**src/rtl/ubr_seq.sv**
```systemverilog
// ubr_seq: clocked update-bit register with per-field address sequencers.
//
// Holds an update mask plus a base/stride/limit pointer for every operand field
// of a PIM instruction. On each accepted instruction, every enabled field
// advances its pointer by its stride. A field whose sum passes its limit returns
// to its base and pulses its wrap bit.
//
// Ports:
//   clk          clock, all state on the rising edge
//   rst          synchronous active-high reset
//   ubr_set      load the update mask from cw_mask
//   ubr_clr      clear the update mask (wins over ubr_set)
//   cw_mask      update-enable bits, bit i -> field i
//   base_ld      load base/stride/limit of field base_idx; pointer <= base_val
//   base_idx     field selected by base_ld (out-of-range index ignored)
//   base_val     base address
//   stride_val   stride (unsigned)
//   limit_val    last legal address (inclusive)
//   instr_valid  instruction issue request
//   instr_ready  registered accept; low for one cycle after any config write
//   ubr_en       current update mask
//   addr_out     current pointers, field i at [i*ADDR_W +: ADDR_W]
//   wrap         one-cycle pulse per field that wrapped
//   issue_cnt    accepted instructions since reset (mod 2^16)
module ubr_seq #(
  parameter int unsigned NUM_FIELDS = 5,
  parameter int unsigned ADDR_W     = 8,
  parameter int unsigned STRIDE_W   = 4,
  parameter int unsigned IDX_W      = (NUM_FIELDS > 1) ? $clog2(NUM_FIELDS) : 1
) (
  input  logic                         clk,
  input  logic                         rst,
  input  logic                         ubr_set,
  input  logic                         ubr_clr,
  input  logic [NUM_FIELDS-1:0]        cw_mask,
  input  logic                         base_ld,
  input  logic [IDX_W-1:0]             base_idx,
  input  logic [ADDR_W-1:0]            base_val,
  input  logic [STRIDE_W-1:0]          stride_val,
  input  logic [ADDR_W-1:0]            limit_val,
  input  logic                         instr_valid,
  output logic                         instr_ready,
  output logic [NUM_FIELDS-1:0]        ubr_en,
  output logic [NUM_FIELDS*ADDR_W-1:0] addr_out,
  output logic [NUM_FIELDS-1:0]        wrap,
  output logic [15:0]                  issue_cnt
);

  localparam int unsigned SumW = ADDR_W + 1;

  logic [NUM_FIELDS-1:0] mask_q, mask_d;
  logic [ADDR_W-1:0]     ptr_q    [NUM_FIELDS];
  logic [ADDR_W-1:0]     ptr_d    [NUM_FIELDS];
  logic [ADDR_W-1:0]     base_q   [NUM_FIELDS];
  logic [ADDR_W-1:0]     base_d   [NUM_FIELDS];
  logic [STRIDE_W-1:0]   stride_q [NUM_FIELDS];
  logic [STRIDE_W-1:0]   stride_d [NUM_FIELDS];
  logic [ADDR_W-1:0]     limit_q  [NUM_FIELDS];
  logic [ADDR_W-1:0]     limit_d  [NUM_FIELDS];
  logic [NUM_FIELDS-1:0] wrap_q, wrap_d;
  logic [15:0]           cnt_q, cnt_d;
  logic                  ready_q, ready_d;

  logic                  fire;
  logic                  ld_ok;
  logic                  cfg_wr;
  logic [ADDR_W:0]       sum [NUM_FIELDS];

  assign fire   = instr_valid & ready_q;
  // Out-of-range indices are dropped entirely, including the settle slot.
  assign ld_ok  = base_ld && (32'(base_idx) < NUM_FIELDS);
  assign cfg_wr = ubr_set | ubr_clr | ld_ok;

  always_comb begin
    mask_d  = ubr_clr ? '0 : (ubr_set ? cw_mask : mask_q);
    cnt_d   = cnt_q + 16'(fire);
    ready_d = ~cfg_wr;
    wrap_d  = '0;
    for (int i = 0; i < NUM_FIELDS; i++) begin
      ptr_d[i]    = ptr_q[i];
      base_d[i]   = base_q[i];
      stride_d[i] = stride_q[i];
      limit_d[i]  = limit_q[i];
      // Sum is one bit wider so overflow past all-ones still compares as > limit.
      sum[i]      = SumW'(ptr_q[i]) + SumW'(stride_q[i]);
      if (ld_ok && (base_idx == IDX_W'(i))) begin
        // A load beats a concurrent advance on the same field.
        ptr_d[i]    = base_val;
        base_d[i]   = base_val;
        stride_d[i] = stride_val;
        limit_d[i]  = limit_val;
      end else if (fire && mask_q[i]) begin
        if (sum[i] > SumW'(limit_q[i])) begin
          ptr_d[i]  = base_q[i];
          wrap_d[i] = 1'b1;
        end else begin
          ptr_d[i]  = sum[i][ADDR_W-1:0];
        end
      end
    end
  end

  always_ff @(posedge clk) begin
    if (rst) begin
      mask_q  <= '0;
      wrap_q  <= '0;
      cnt_q   <= '0;
      ready_q <= 1'b0;
      for (int i = 0; i < NUM_FIELDS; i++) begin
        ptr_q[i]    <= '0;
        base_q[i]   <= '0;
        stride_q[i] <= '0;
        limit_q[i]  <= '1;
      end
    end else begin
      mask_q  <= mask_d;
      wrap_q  <= wrap_d;
      cnt_q   <= cnt_d;
      ready_q <= ready_d;
      for (int i = 0; i < NUM_FIELDS; i++) begin
        ptr_q[i]    <= ptr_d[i];
        base_q[i]   <= base_d[i];
        stride_q[i] <= stride_d[i];
        limit_q[i]  <= limit_d[i];
      end
    end
  end

  always_comb begin
    addr_out = '0;
    for (int i = 0; i < NUM_FIELDS; i++) begin
      addr_out[i*ADDR_W +: ADDR_W] = ptr_q[i];
    end
  end

  assign instr_ready = ready_q;
  assign ubr_en      = mask_q;
  assign wrap        = wrap_q;
  assign issue_cnt   = cnt_q;

endmodule

```
**config.mk**
```make
export PLATFORM = sky130hd
export DESIGN_NAME = ubr_seq
export DESIGN_NICKNAME = d
export VERILOG_FILES = /design/src/rtl/ubr_seq.sv
export SDC_FILE = /design/constraint.sdc
export NUM_CORES = 1
export LEC_CHECK = 0
export BUFFER_PORTS_ARGS = -buffer_cell sky130_fd_sc_hd__buf_2
export CAP_MARGIN = 5
export CELL_PAD_IN_SITES_DETAIL_PLACEMENT = 1
export CELL_PAD_IN_SITES_GLOBAL_PLACEMENT = 1
export CORE_MARGIN = 3
export CORE_UTILIZATION = 48
export DETAILED_ROUTE_END_ITERATION = 12
export HOLD_SLACK_MARGIN = 0.06
export PLACE_DENSITY = 0.92
export SLEW_MARGIN = 25
export SYNTH_ARGS = -nofsm -noshare
export SYNTH_HDL_FRONTEND = slang
export SYNTH_SLANG_ARGS = --single-unit
```
**constraint.sdc**
```tcl
create_clock -name clk -period 4.8 [get_ports clk]
set_input_delay 0.72 -clock clk [delete_from_list [all_inputs] [get_ports clk]]
set_output_delay 0.72 -clock clk [all_outputs]
set_load 0.05 [all_outputs]
```
==> reports/results.tsv <==
metric	value	unit
syn nets	1091	
DR iter-0 viols	530	
FF-to-FF path depth	13	
Worst Path Required	5.08	ns
RR Startpoint	ptr_q[0][8]	
first-pass GRT wire length	46.69	mm
PwrDens	336.8	nW/µm²
Final Max Slew Viols	0	
Final Cell Area	9794	µm²
critical path arrival	4.30	ns
clock latency on the worst-skew pair	0.43	ns
Hold Path Depth	2	
gp weighted congestion	0.8394	
GRT overflow	0	
DR vias/cell	6.158	
Antenna Violating Nets Remaining	0	
FP Rows	48	
Worst Hold Launch	base_q[0][28]	
FF-to-FF setup slack	0.78	ns
drt pass-1 iters	6	
Root Driver	clkbuf_16	
CTS Buffer Depth	2	
IO Count	101	
routed length per instance	22.75	µm
Die X	139.1	µm
Max rail drop VDD	246.8	µV
critical path startpoint category	register	
post-CTS sizing	0	
reg-to-reg endpoint	ptr_q[0][14]	
total CTS buffers	17	
Yosys reg bits	167	
Post-synth ARST share	0	
worst min path class	reg -> reg	
H-Tree Depth	4	
share of layout cells above drive strength 1	0.1474	
Hold Path End	base_q[0][28]	
Sink Count	167	
Via Count	8030	
Post-synth EDFFs	0	
Die Area	19360	µm²
Post-CTS Setup Bufs	0	
unrepaired setup endpoints after global routing	false	
Critical Path Sink Type	register	
main area contributors after synthesis	dfxtp_1 39%, ha_1 9.1%, nand2_1 6.7%	
initial antenna violation count	0	
CP Class	reg -> reg	
synthesized area per cell	8.595	µm²
Setup WS pre-CTS	1.078	ns
fin nets	1167	
max_cap viols	0	
cells after synthesis	990	
final setup margin	0.7757	ns
CTS tree	built	
clock transition at the registers of the reported paths	0.07	ns
Post-DP Area	9125	µm²
CTS hold repair buffers	0	
dominant cell type by area after synthesis	dfxtp_1	
LEAKAGE	4.638	nW
Antenna Cells	0	
worst relative slew slack	0.4245	
gr usage total	0.3025	
vias in the first global route	8612	
Initial Util	0.4920	
post-synth top area share	0.3929	
Worst-Margin Slew	0.8633	ns
Synth-to-Final Area Change	15.10	%
Final setup viols	0	
Die Y	139.1	µm
netlist area before placement	8509	µm²
fmax	248.5	MHz
Post-synth top flop	dfxtp_1	
Port Buf Inserts	100	
DRC	0	
Seq/Total Area, Yosys	0.3929	
Syn. warnings	0	
Cell variety after synth	53	
min Tclk post-route	4.024	ns
Setup TNS	0	ns
Worst Path Max Fanout	10	
Worst Skew	0.008451	ns
final number of hold-violating endpoints	0	
largest net degree at the start of global routing	77	
WL final	29.67	mm
dpl hpwl	18.71	mm
status	finished, final reports clean	
final worst path period share	0.8384	
core box area	17300	µm²
==> cells by family after synthesis <==
logic type | count (synthesis) | share of synthesized area
mux | 39 | 0.04617
xor+xnor | 42 | 0.04323
simple gates | 313 | 0.1625
buf+inv | 108 | 0.05367
fa+ha+maj | 67 | 0.1029
flops | 167 | 0.3929
compound gates | 254 | 0.1986
==> worst max path at each step <==
stage                       startpoint           end  slack (ns)
after floorplan           ptr_q[0][24]  ptr_q[0][29]        1.34
after global placement     ptr_q[0][0]   ptr_q[0][4]        1.22
after detailed placement   ptr_q[0][0]   ptr_q[0][4]        1.08
after CTS                  ptr_q[0][8]  ptr_q[0][14]        0.83
after global routing       ptr_q[0][0]   ptr_q[0][0]        0.55
final                      ptr_q[0][8]  ptr_q[0][14]        0.78
==> power by group <==
part / switching, mW / total (mW) / internal [mW] / leakage [nW]
Sequential: 0.0236 / 1.44 / 1.42 / 1.35
Combinational: 0.191 / 0.270 / 0.0788 / 2.97
Clock: 0.600 / 1.59 / 0.988 / 0.319
Total: 0.814 / 3.30 / 2.48 / 4.64
==> state kept, by name (all words and copies together), names as in the netlist <==
name,flops
ubr_en,5
instr_ready,1
ptr_q,40
issue_cnt,16
wrap,5
base_q,40
stride_q,20
limit_q,40
==> cell usage in the layout (no fill, tap or decap), types with 8 or more instances in the layout <==
cell,instances
buf_4,10
ha_1,62
xnor2_1,21
a21boi_0,35
clkbuf_16,17
or3_1,10
xor2_1,21
a211o_1,36
nor2_1,78
inv_1,56
nand4_1,8
buf_2,99
a21o_1,13
nand2_1,152
o22ai_1,34
a21oi_1,87
nand3_1,24
mux2i_1,37
and3_1,8
o21ai_0,11
dfxtp_1,167
==> critical path, stage by stage, from the launching register on <==
cell	delay, ns
dfxtp_1	0.33
ha_1	0.23
fa_1	0.41
a21o_1	0.18
a21oi_1	0.47
nor2_1	0.15
xor2_1	0.22
ha_1	0.28
and3_1	0.20
a221oi_1	0.31
o2bb2ai_1	0.20
o21a_1	0.48
mux2i_1	0.30
o22ai_1	0.12
==> cell type report <==
| cell class | instances | area [µm²] |
|---|---|---|
| sequential | 167 | 3343 |
| timing repair buffer | 109 | 570.5 |
| fill | 2056 | 7502 |
| multi-input combinational | 715 | 4720 |
| tap | 225 | 281.5 |
| inverter | 56 | 210.2 |
| clock buffer | 19 | 442.9 |
| clock inverter | 13 | 226.5 |
==> Yosys cell counts (2+ instances only) <==
cell / number
a211oi_1: 7
o21a_1: 2
a21oi_1: 87
nor2_1: 80
mux2i_1: 37
nor2b_1: 6
o21bai_1: 3
o2bb2ai_1: 2
and3b_1: 2
o21ai_0: 11
buf_4: 5
o22ai_1: 34
o221a_2: 2
or2_2: 3
ha_1: 62
inv_1: 56
a211o_1: 36
xnor2_1: 21
and2_1: 2
dfxtp_1: 167
buf_2: 14
and3_1: 8
nor3_1: 3
fa_1: 5
nor4_1: 2
a21boi_0: 35
or3_1: 10
nand2_1: 152
clkbuf_1: 29
buf_1: 2
o2111ai_1: 4
nand4_1: 8
a221oi_1: 3
a21o_1: 13
nand3_1: 24
nand3b_1: 7
mux2_2: 2
a21oi_2: 2
a31oi_1: 4
buf_6: 2
o32ai_1: 3
xor2_1: 21
a21o_2: 2
==> routing by layer <==
| layer | wire length, µm | GRT usage | vias up |
|---|---|---|---|
| met5 | 0 | 0 | - |
| li1 | - | - | 3607 |
| met4 | 1922 | 0.1967 | 0 |
| met3 | 1768 | 0.05931 | 120 |
| met2 | 14360 | 0.5065 | 309 |
| met1 | 11620 | 0.3528 | 3994 |
==> metrics by stage <==
step / instances / hold slack, ns / power, mW / utilization
6_report: 1304 / 0.4573 / 3.298 / 0.5663
5_1_grt: 1304 / 0.4791 / 3.385 / 0.5663
4_1_cts: 1304 / 0.4582 / 3.299 / 0.5663
3_5_place_dp: 1272 / 0.4494 / 1.725 / 0.5276
3_3_place_gp: 1272 / 0.4418 / 1.713 / 0.5276
2_1_floorplan: 990 / 0.4329 / 1.628 / -
(Power assumes the default switching activity.)
